**config.mk**
```make
export PLATFORM = sky130hd
export DESIGN_NAME = comm_arbiter
export DESIGN_NICKNAME = d
export VERILOG_FILES = /design/src/rtl/comm_arbiter.sv
export SDC_FILE = /design/constraint.sdc
export NUM_CORES = 1
export LEC_CHECK = 0
export ABC_CLOCK_PERIOD_IN_PS = 2200
export CORE_ASPECT_RATIO = 1.1
export CORE_MARGIN = 5
export CORE_UTILIZATION = 42
export CTS_BUF_LIST = sky130_fd_sc_hd__clkbuf_8
export DETAILED_ROUTE_END_ITERATION = 6
export PLACE_DENSITY_LB_ADDON = 0.25
export SYNTH_ARGS = -nofsm -noshare
export SYNTH_HDL_FRONTEND = slang
export SYNTH_SLANG_ARGS = --single-unit
```
**constraint.sdc**
```tcl
create_clock -name clk -period 2.2 [get_ports clk]
set_clock_uncertainty 0.1 [all_clocks]
set_input_delay 0.44 -clock clk [delete_from_list [all_inputs] [get_ports clk]]
set_output_delay 0.44 -clock clk [all_outputs]
set_load 0.005 [all_outputs]
```
**src/rtl/comm_arbiter.sv**
```systemverilog
// comm_arbiter: round-robin arbiter sharing one CommMaster command link between
// two requesters (0 = host sequencer, 1 = telemetry poller).
//
// Each grant launches one cmd/data frame and waits for frame-sent, then for the
// response, under a cycle timeout. The response byte and an error flag are then
// returned to the granted requester.
//
// Optional build macro COMM_ARB_RETRY_EN: when it is defined, a timeout relaunches
// the same frame up to MAX_RETRY times before reporting err. The default build
// (macro undefined) reports err on the first timeout.
//
// state     | meaning
// ----------+-----------------------------------------------------------
// IDLE      | no transaction; pick a winner when any req is high
// LAUNCH    | one-cycle snd_cmd pulse; flush stale response; clear timer
// WAIT_FRM  | waiting for CommMaster frm_snt; timer running
// WAIT_RESP | waiting for resp_rdy; timer still running
// DONE      | one-cycle done pulse to the granted requester; release grant

module comm_arbiter #(
    parameter int TIMEOUT_CYC = 500000,
    parameter int TMR_W       = 20,
    parameter int MAX_RETRY   = 2
) (
    input  logic        clk,
    input  logic        rst,
    input  logic [1:0]  req,
    input  logic [7:0]  cmd0,
    input  logic [7:0]  cmd1,
    input  logic [15:0] data0,
    input  logic [15:0] data1,
    output logic [1:0]  grant,
    output logic [1:0]  done,
    output logic        err,
    output logic [7:0]  resp_out,
    output logic        snd_cmd,
    output logic [7:0]  cmd,
    output logic [15:0] data,
    input  logic        frm_snt,
    input  logic        resp_rdy,
    input  logic [7:0]  resp,
    output logic        clr_resp_rdy
);

    localparam logic [2:0] ST_IDLE      = 3'd0;
    localparam logic [2:0] ST_LAUNCH    = 3'd1;
    localparam logic [2:0] ST_WAIT_FRM  = 3'd2;
    localparam logic [2:0] ST_WAIT_RESP = 3'd3;
    localparam logic [2:0] ST_DONE      = 3'd4;

    localparam logic [TMR_W-1:0] TMR_LAST = TMR_W'(TIMEOUT_CYC - 1);

    logic [2:0]       state;
    logic [TMR_W-1:0] timer;
    logic             last_served;
    logic             win;
    logic             timeout;
    logic             resp_take;
    logic             waiting;
    logic             retry_ok;

    assign waiting   = (state == ST_WAIT_FRM) || (state == ST_WAIT_RESP);
    assign timeout   = (timer == TMR_LAST);
    assign resp_take = (state == ST_WAIT_RESP) && resp_rdy;

    // Winner selection: on a tie the requester not served last wins
    always_comb begin
        win = req[1];
        if (req == 2'b11) begin
            win = ~last_served;
        end
    end

`ifdef COMM_ARB_RETRY_EN
    localparam int RC_W = (MAX_RETRY < 1) ? 1 : $clog2(MAX_RETRY + 1);

    logic [RC_W-1:0] retry_cnt;

    assign retry_ok = (retry_cnt < RC_W'(MAX_RETRY));

    // Retry counter: counts relaunches of the current frame, cleared per transaction
    always_ff @(posedge clk) begin
        if (rst) begin
            retry_cnt <= '0;
        end else if (state == ST_DONE) begin
            retry_cnt <= '0;
        end else if (waiting && !resp_take && timeout && retry_ok) begin
            retry_cnt <= retry_cnt + 1'b1;
        end
    end
`else
    // Never true for a legal MAX_RETRY: without retries the first timeout is final
    assign retry_ok = (MAX_RETRY < 0);
`endif

    // Main sequencing FSM with grant, frame latch, timer and response capture
    always_ff @(posedge clk) begin
        if (rst) begin
            state       <= ST_IDLE;
            timer       <= '0;
            grant       <= 2'b00;
            err         <= 1'b0;
            resp_out    <= 8'h00;
            cmd         <= 8'h00;
            data        <= 16'h0000;
            last_served <= 1'b1;
        end else begin
            case (state)
                ST_IDLE: begin
                    if (req != 2'b00) begin
                        grant <= win ? 2'b10 : 2'b01;
                        cmd   <= win ? cmd1 : cmd0;
                        data  <= win ? data1 : data0;
                        state <= ST_LAUNCH;
                    end
                end
                ST_LAUNCH: begin
                    timer <= '0;
                    state <= ST_WAIT_FRM;
                end
                ST_WAIT_FRM, ST_WAIT_RESP: begin
                    if (resp_take) begin
                        resp_out <= resp;
                        err      <= 1'b0;
                        state    <= ST_DONE;
                    end else if (timeout) begin
                        if (retry_ok) begin
                            state <= ST_LAUNCH;
                        end else begin
                            err   <= 1'b1;
                            state <= ST_DONE;
                        end
                    end else begin
                        timer <= timer + 1'b1;
                        if ((state == ST_WAIT_FRM) && frm_snt) begin
                            state <= ST_WAIT_RESP;
                        end
                    end
                end
                ST_DONE: begin
                    grant       <= 2'b00;
                    last_served <= grant[1];
                    state       <= ST_IDLE;
                end
                default: begin
                    state <= ST_IDLE;
                end
            endcase
        end
    end

    // Single-cycle strobes decoded from state; a timed-out transaction has no response to clear
    assign snd_cmd      = (state == ST_LAUNCH);
    assign clr_resp_rdy = (state == ST_LAUNCH) || ((state == ST_DONE) && !err);
    assign done         = (state == ST_DONE) ? grant : 2'b00;

endmodule

```
==> results of run 1 <==
## state kept, by name (all words and copies together), names as in the netlist
| name | cells |
|---|---|
| cmd | 8 |
| data | 16 |
| err | 1 |
| grant | 2 |
| last_served | 1 |
| resp_out | 8 |
| state | 3 |
| timer | 20 |
## power by group
part	internal, mW	switching [mW]	total, mW
sequential	1.20	0.0863	1.29
combinational	0.601	0.478	1.08
clock	0.426	0.427	0.853
total	2.23	0.991	3.22
## placed cells by master (no fill, tap or decap), drive strengths merged, types with 2 or more instances in the layout
cell,synthesis,layout
clkdlybuf4s50,0,98
dfxtp,59,59
nor2,38,38
buf,11,32
nand2,30,30
a21oi,30,30
a211oi,26,26
mux2i,25,25
nand3,12,12
o21ai,11,11
clkbuf,13,10
a31oi,8,8
nor3,7,7
and3,6,6
nand4,6,6
or3,6,6
and4,4,4
a311oi,4,4
or4,3,3
clkinv,0,3
inv,2,2
nor4b,2,2
nand2b,2,2
mux2,2,2
nand4b,2,2
a41oi,2,2
clkinvlp,0,2
a21boi,2,2
## path summary, 6_finish.rpt
kind,startpoint,end,slack (ps),cells after the start
setup reg to reg,timer[0],timer[12],140,6
setup / recovery,state[0],done[1],70,3
hold / removal,resp_out[0],resp_out[0],350,2
hold reg to reg,resp_out[0],resp_out[0],350,2
## worst max-delay path, cell delays in order, from the launching register on
cell and delay [ps]:
dfxtp_4 380, nor2_4 150, and3_1 200, clkdlybuf4s50_1 530
## per-stage QoR
| stage | setup TNS (ps) | setup WS [ps] | utilization, % | instances | power [mW] |
|---|---|---|---|---|---|
| 2_1_floorplan | 0 | 81.55 | - | 324 | 1.779 |
| 3_3_place_gp | -476.4 | -163.9 | 61.98 | 513 | 2.354 |
| 3_5_place_dp | -820.7 | -189.3 | 61.98 | 513 | 2.374 |
| 4_1_cts | 0 | 10.88 | 64.80 | 528 | 3.245 |
| 5_1_grt | 0 | 3.961 | 64.92 | 528 | 3.400 |
| 6_report | 0 | 69.20 | 64.92 | 528 | 3.219 |
## repair_timing
item	CTS	global route
setup endpoints to repair	4	1
hold endpoints to repair	0	0
gates cloned	0	0
gates resized for setup	6	3
## layer usage
metal  track usage [%]  vias up  wire length [microns]
met2             30.78      114                   3757
met3             8.038       20                    831
met4             8.824        0                    165
met1             22.68     1300                   3168
met5                 0        -                      0
li1                  -     1435                      -
## cell type report
cell class              instances  area, sq um
fillers                       576         2286
multi-input cells             239         1506
repair buffers                131         1256
flip-flops and latches         59         1190
clock buffers                  10        137.6
well taps                      82        102.6
clock inverters                 5        30.03
inverters                       2        7.507
## kinds of logic after synthesis
family,Yosys count,synth area share [%]
adders and majority gates,1,0.4502
AOI/OAI and AO/OA,90,21.21
buffers and inverters,26,4.413
DFF,59,42.50
muxes,27,9.815
and+or+nand+nor,121,21.61
==> run_results.csv, run 1 <==
group,metric,value,unit
floorplanning,num_rows,31,
drt,vias,2869,
floorplanning,fp.dieW,87.56,microns
sta,tightest_slew,440.1,ps
setup_path,cp-end-kind,"primary output",
sta,fmax,469.3,MHz
flow_run,drv_cap,0,
yosys,syn-cell-area,0.002779,sq mm
cells_and_area,fin_area,0.004230,sq mm
sta,hold_slack,354.9,ps
cells_and_area,syn2layout_area_growth,52.23,%
power,irDropWorstVdd,0.4534,mV
placement,port_buffers,100,
status,status,"completed",
cells_and_area,final_layout_size_suffix_gt1_share,13.90,%
global_routing,grt_pass1_vias,2746,
worst_hold_path,hold_class,"flip-flop to flip-flop",
yosys,ys_seq_elements,59,
global_routing,grt_max_degree,29,
floorplanning,fp.dieArea,0.008345,sq mm
clock_tree,cts_sinks,59,
clock_tree,ctsHoldBuffers,0,
yosys,synth.avg_cell_area,8.577,sq um
yosys,async_flop_share,0,%
yosys,synth_top_flop_cell,"dfxtp_1",
cells_and_area,fin_nets,505,
clock_tree,cts_buffers,9,
sta,min_period,2131,ps
clock_tree,clk_pin_slew,60,ps
power,leakagePower,1.547,nW
clock_tree,htree_levels,3,
global_routing,grt.total_usage,19.38,%
yosys,yosysSeqAreaShare,42.50,%
yosys,synth_warnings,0,
floorplanning,num_io_pins,101,
drt,ant_nets,0,
global_routing,grt_overflow,0,
drt,vias_per_cell,5.434,
yosys,synthTopCellsByCount,"dfxtp_1 (59), nor2_1 (38), a21oi_1 (30), nand2_1 (30), a211oi_1 (26)",
setup_path,worstPathArrival,1590,ps
clock_tree,clk_latency,330,ps
drt,drcViolationCount,0,
clock_tree,cts_root_buffer,"clkbuf_8",
placement,place.gp.congestion,0.8872,
clock_tree,post_cts_buffers,0,
yosys,netlist_instances,324,
sta,rsz0062_at_grt,"no",
cells_and_area,antennaDiodeCount,0,
floorplanning,start_util,42.65,%
floorplanning,core_area,0.006516,sq mm
clock_tree,cts_tree,"yes",
sta,setup_viol,0,
sta,period_share,96.85,%
setup_path,path_max_fanout,8,
setup_path,required,1660,ps
sta,hold_violations,0,
global_routing,grt_first_pass_wirelength,12.69,mm
yosys,synth_top_area_share,42.50,%
placement,post_dp_cell_area,0.004039,sq mm
drt,dr.pass1.iters,4,
drt,drt-initial-drc-count,131,
drt,wl_per_cell,15.00,microns
yosys,yosysTopAreaCell,"dfxtp_1",
sta,slew_viol_final,0,
setup_path,cp-start-kind,"flip-flop",
global_routing,antenna_found_initial,0,
sta,slew_headroom,70.43,%
placement,dpl.hpwl,5.909,mm
floorplanning,die_h,95.31,microns
yosys,ys_top_cells_by_area,"dfxtp_1 (43%), mux2i_1 (9.0%), a211oi_1 (7.0%)",
clock_tree,cts_max_path_buffers,2,
yosys,synth.distinct_cells,40,
setup_path,path_class,"flip-flop to primary output",
yosys,yosys.cell_count.top_type,"dfxtp_1",
yosys,syn-num-nets,387,
yosys,synth_edf_count,0,
drt,wl,7.922,mm
power,power.density,761.0,mW/mm^2
Power figures use the tool's default switching activity.
==> run 2: changes to the inputs <==
--- a/config.mk
+++ b/config.mk
@@ -12,6 +12,7 @@
 export CTS_BUF_LIST = sky130_fd_sc_hd__clkbuf_8
 export DETAILED_ROUTE_END_ITERATION = 6
 export PLACE_DENSITY_LB_ADDON = 0.25
+export SETUP_SLACK_MARGIN = 0.02
 export SYNTH_ARGS = -nofsm -noshare
 export SYNTH_HDL_FRONTEND = slang
 export SYNTH_SLANG_ARGS = --single-unit
==> run 2 against run 1 <==
- clock-buffer cell count stayed put
- combinational power about the same
- critical path depth is the same
- via count increased by 0.10%
- non-clock buffer count stayed put
- critical endpoint is now done[0]
- wire length hardly changed
- clock power increased by 0.7%
==> run_results.csv, run 2 (same netlist as run 1, synthesis figures left out) <==
group,metric,value,unit
status,status,"completed",
clock_tree,htree_levels,3,
power,clkPwrFrac,26.6,%
cells_and_area,reg_top3,"timer: 20 flops, data: 16 flops",
clock_tree,clk_latency,340,ps
global_routing,grt_pass1_vias,2747,
cells_and_area,top_register,"timer",
clock_tree,cts_max_path_buffers,2,
drt,wl_per_cell,15.01,microns
sta,hold_violations,0,
drt,vias_per_cell,5.439,
cells_and_area,fin_area,0.004233,sq mm
global_routing,grt_first_pass_wirelength,12.74,mm
setup_path,crit_chain,"nor2_4, and3_1, clkdlybuf4s50_1",
placement,post-place-cells,513,
setup_path,required,1660,ps
drt,ant_nets,0,
power,p_switching,0.9951,mW
global_routing,grt_overflow,0,
setup_path,cp-start-kind,"flip-flop",
setup_path,critical-path-slowest-cell,"clkdlybuf4s50_1",
sta,slew_viol_final,0,
cells_and_area,final_layout_size_suffix_gt1_share,13.90,%
cells_and_area,syn2layout_area_growth,52.32,%
power,p_int,2.228,mW
setup_path,cp-end-kind,"primary output",
setup_path,worstPathArrival,1560,ps
setup_path,slowest_delay,540,ps
floorplanning,num_io_pins,101,
placement,dpl.hpwl,5.909,mm
floorplanning,num_rows,31,
floorplanning,start_util,42.65,%
floorplanning,fp.dieW,87.56,microns
global_routing,grt.total_usage,19.47,%
drt,dr.pass1.iters,4,
global_routing,antenna_found_initial,0,
clock_tree,ctsResizeCount,8,
cells_and_area,largest_reg_flops,20,
power,leakagePower,1.566,nW
clock_tree,cts_root_buffer,"clkbuf_8",
drt,vias,2872,
power,power.density,761.5,mW/mm^2
power,power.share.switching,30.87,%
setup_path,path_class,"flip-flop to primary output",
clock_tree,cts_sinks,59,
sta,slew_headroom,70.47,%
setup_path,path_max_fanout,8,
clock_tree,clk_pin_slew,60,ps
clock_tree,cts_tree,"yes",
cells_and_area,antennaDiodeCount,0,
cells_and_area,fin_nets,505,
clock_tree,cts_buffers,9,
floorplanning,core_area,0.006516,sq mm
cells_and_area,n_fill_cell,575,
sta,setup_viol,0,
global_routing,grt_max_degree,29,
clock_tree,post_cts_buffers,0,
power,irDropWorstVdd,0.4526,mV
floorplanning,die_h,95.31,microns
power,combPwrFrac,33.4,%
sta,fmax,476.2,MHz
clock_tree,ctsHoldBuffers,0,
placement,place.gp.congestion,0.8872,
drt,drcViolationCount,0,
flow_run,drv_cap,0,
drt,wl,7.925,mm
sta,tightest_slew,439.5,ps
worst_hold_path,hold_class,"flip-flop to flip-flop",
placement,post_dp_cell_area,0.004039,sq mm
cells_and_area,finalNonFillerCells,528,
placement,port_buffers,100,
sta,rsz0062_at_grt,"no",
cells_and_area,final_common_cell,"clkdlybuf4s50_1",
sta,period_share,95.46,%
drt,drt-initial-drc-count,160,
power,p_seq_share,39.9,%
sta,min_period,2100,ps
cells_and_area,layout_common_cells,"clkdlybuf4s50_1 (97), dfxtp_1 (56), nor2_1 (36)",
floorplanning,fp.dieArea,0.008345,sq mm
[run 2: cell count changes in the layout (fill, tap and decap cells not counted)]
cell             change
dlymetal6s2s_1       +1
clkdlybuf4s50_1      -1
[run 2: path summary, 6_finish.rpt]
path            endpoint  depth (start not counted)  slack, ps   startpoint
max reg2reg    timer[12]                          6        150     timer[0]
max              done[0]                          3        100     state[0]
min reg2reg  resp_out[0]                          2        350  resp_out[0]
min          resp_out[0]                          2        350  resp_out[0]
[run 2: layout make-up]
type | instances | area, sq um | area share (%)
flip-flops and latches | 59 | 1190 | 28.11
multi-input cells | 239 | 1506 | 35.59
inverters | 2 | 7.507 | 0.1774
clock inverters | 5 | 30.03 | 0.7094
repair buffers | 131 | 1259 | 29.74
clock buffers | 10 | 137.6 | 3.252
well taps | 82 | 102.6 | 2.424
[run 2: power groups by stage]
stage / Clock, mW / Sequential [mW] / Combinational, mW
after floorplan: 0 / 1.30 / 0.480
final: 0.859 / 1.29 / 1.08
after CTS: 0.874 / 1.29 / 1.09
after global placement: 0 / 1.29 / 1.06
after detailed placement: 0 / 1.30 / 1.08
after global routing: 0.912 / 1.31 / 1.18
[run 2: routing by layer]
layer  share of wire, %  track usage, %
met5                  0               0
met1                 40           22.68
met2                 47           31.09
met3                 11           8.038
met4                2.3           8.824
[run 2: stage by stage]
step | setup WS [ps] | TNS, ps | utilization [%] | hold slack [ps] | total power [mW]
CTS | 22.06 | 0 | 64.88 | 359.8 | 3.248
global placement | -163.9 | -476.4 | 61.98 | 341.7 | 2.354
global route | 26.62 | 0 | 64.96 | 378.4 | 3.400
detailed placement | -189.3 | -820.7 | 61.98 | 349.6 | 2.374
floorplan | 81.55 | 0 | - | 330.3 | 1.779
finish | 99.94 | 0 | 64.96 | 355.0 | 3.223
[run 2: worst max-delay path: cells and delay by family, from the launching register on]
family	cells	cell delay, ps
flip-flops	1	380
buffers and inverters	1	540
AND/OR/NAND/NOR	2	310
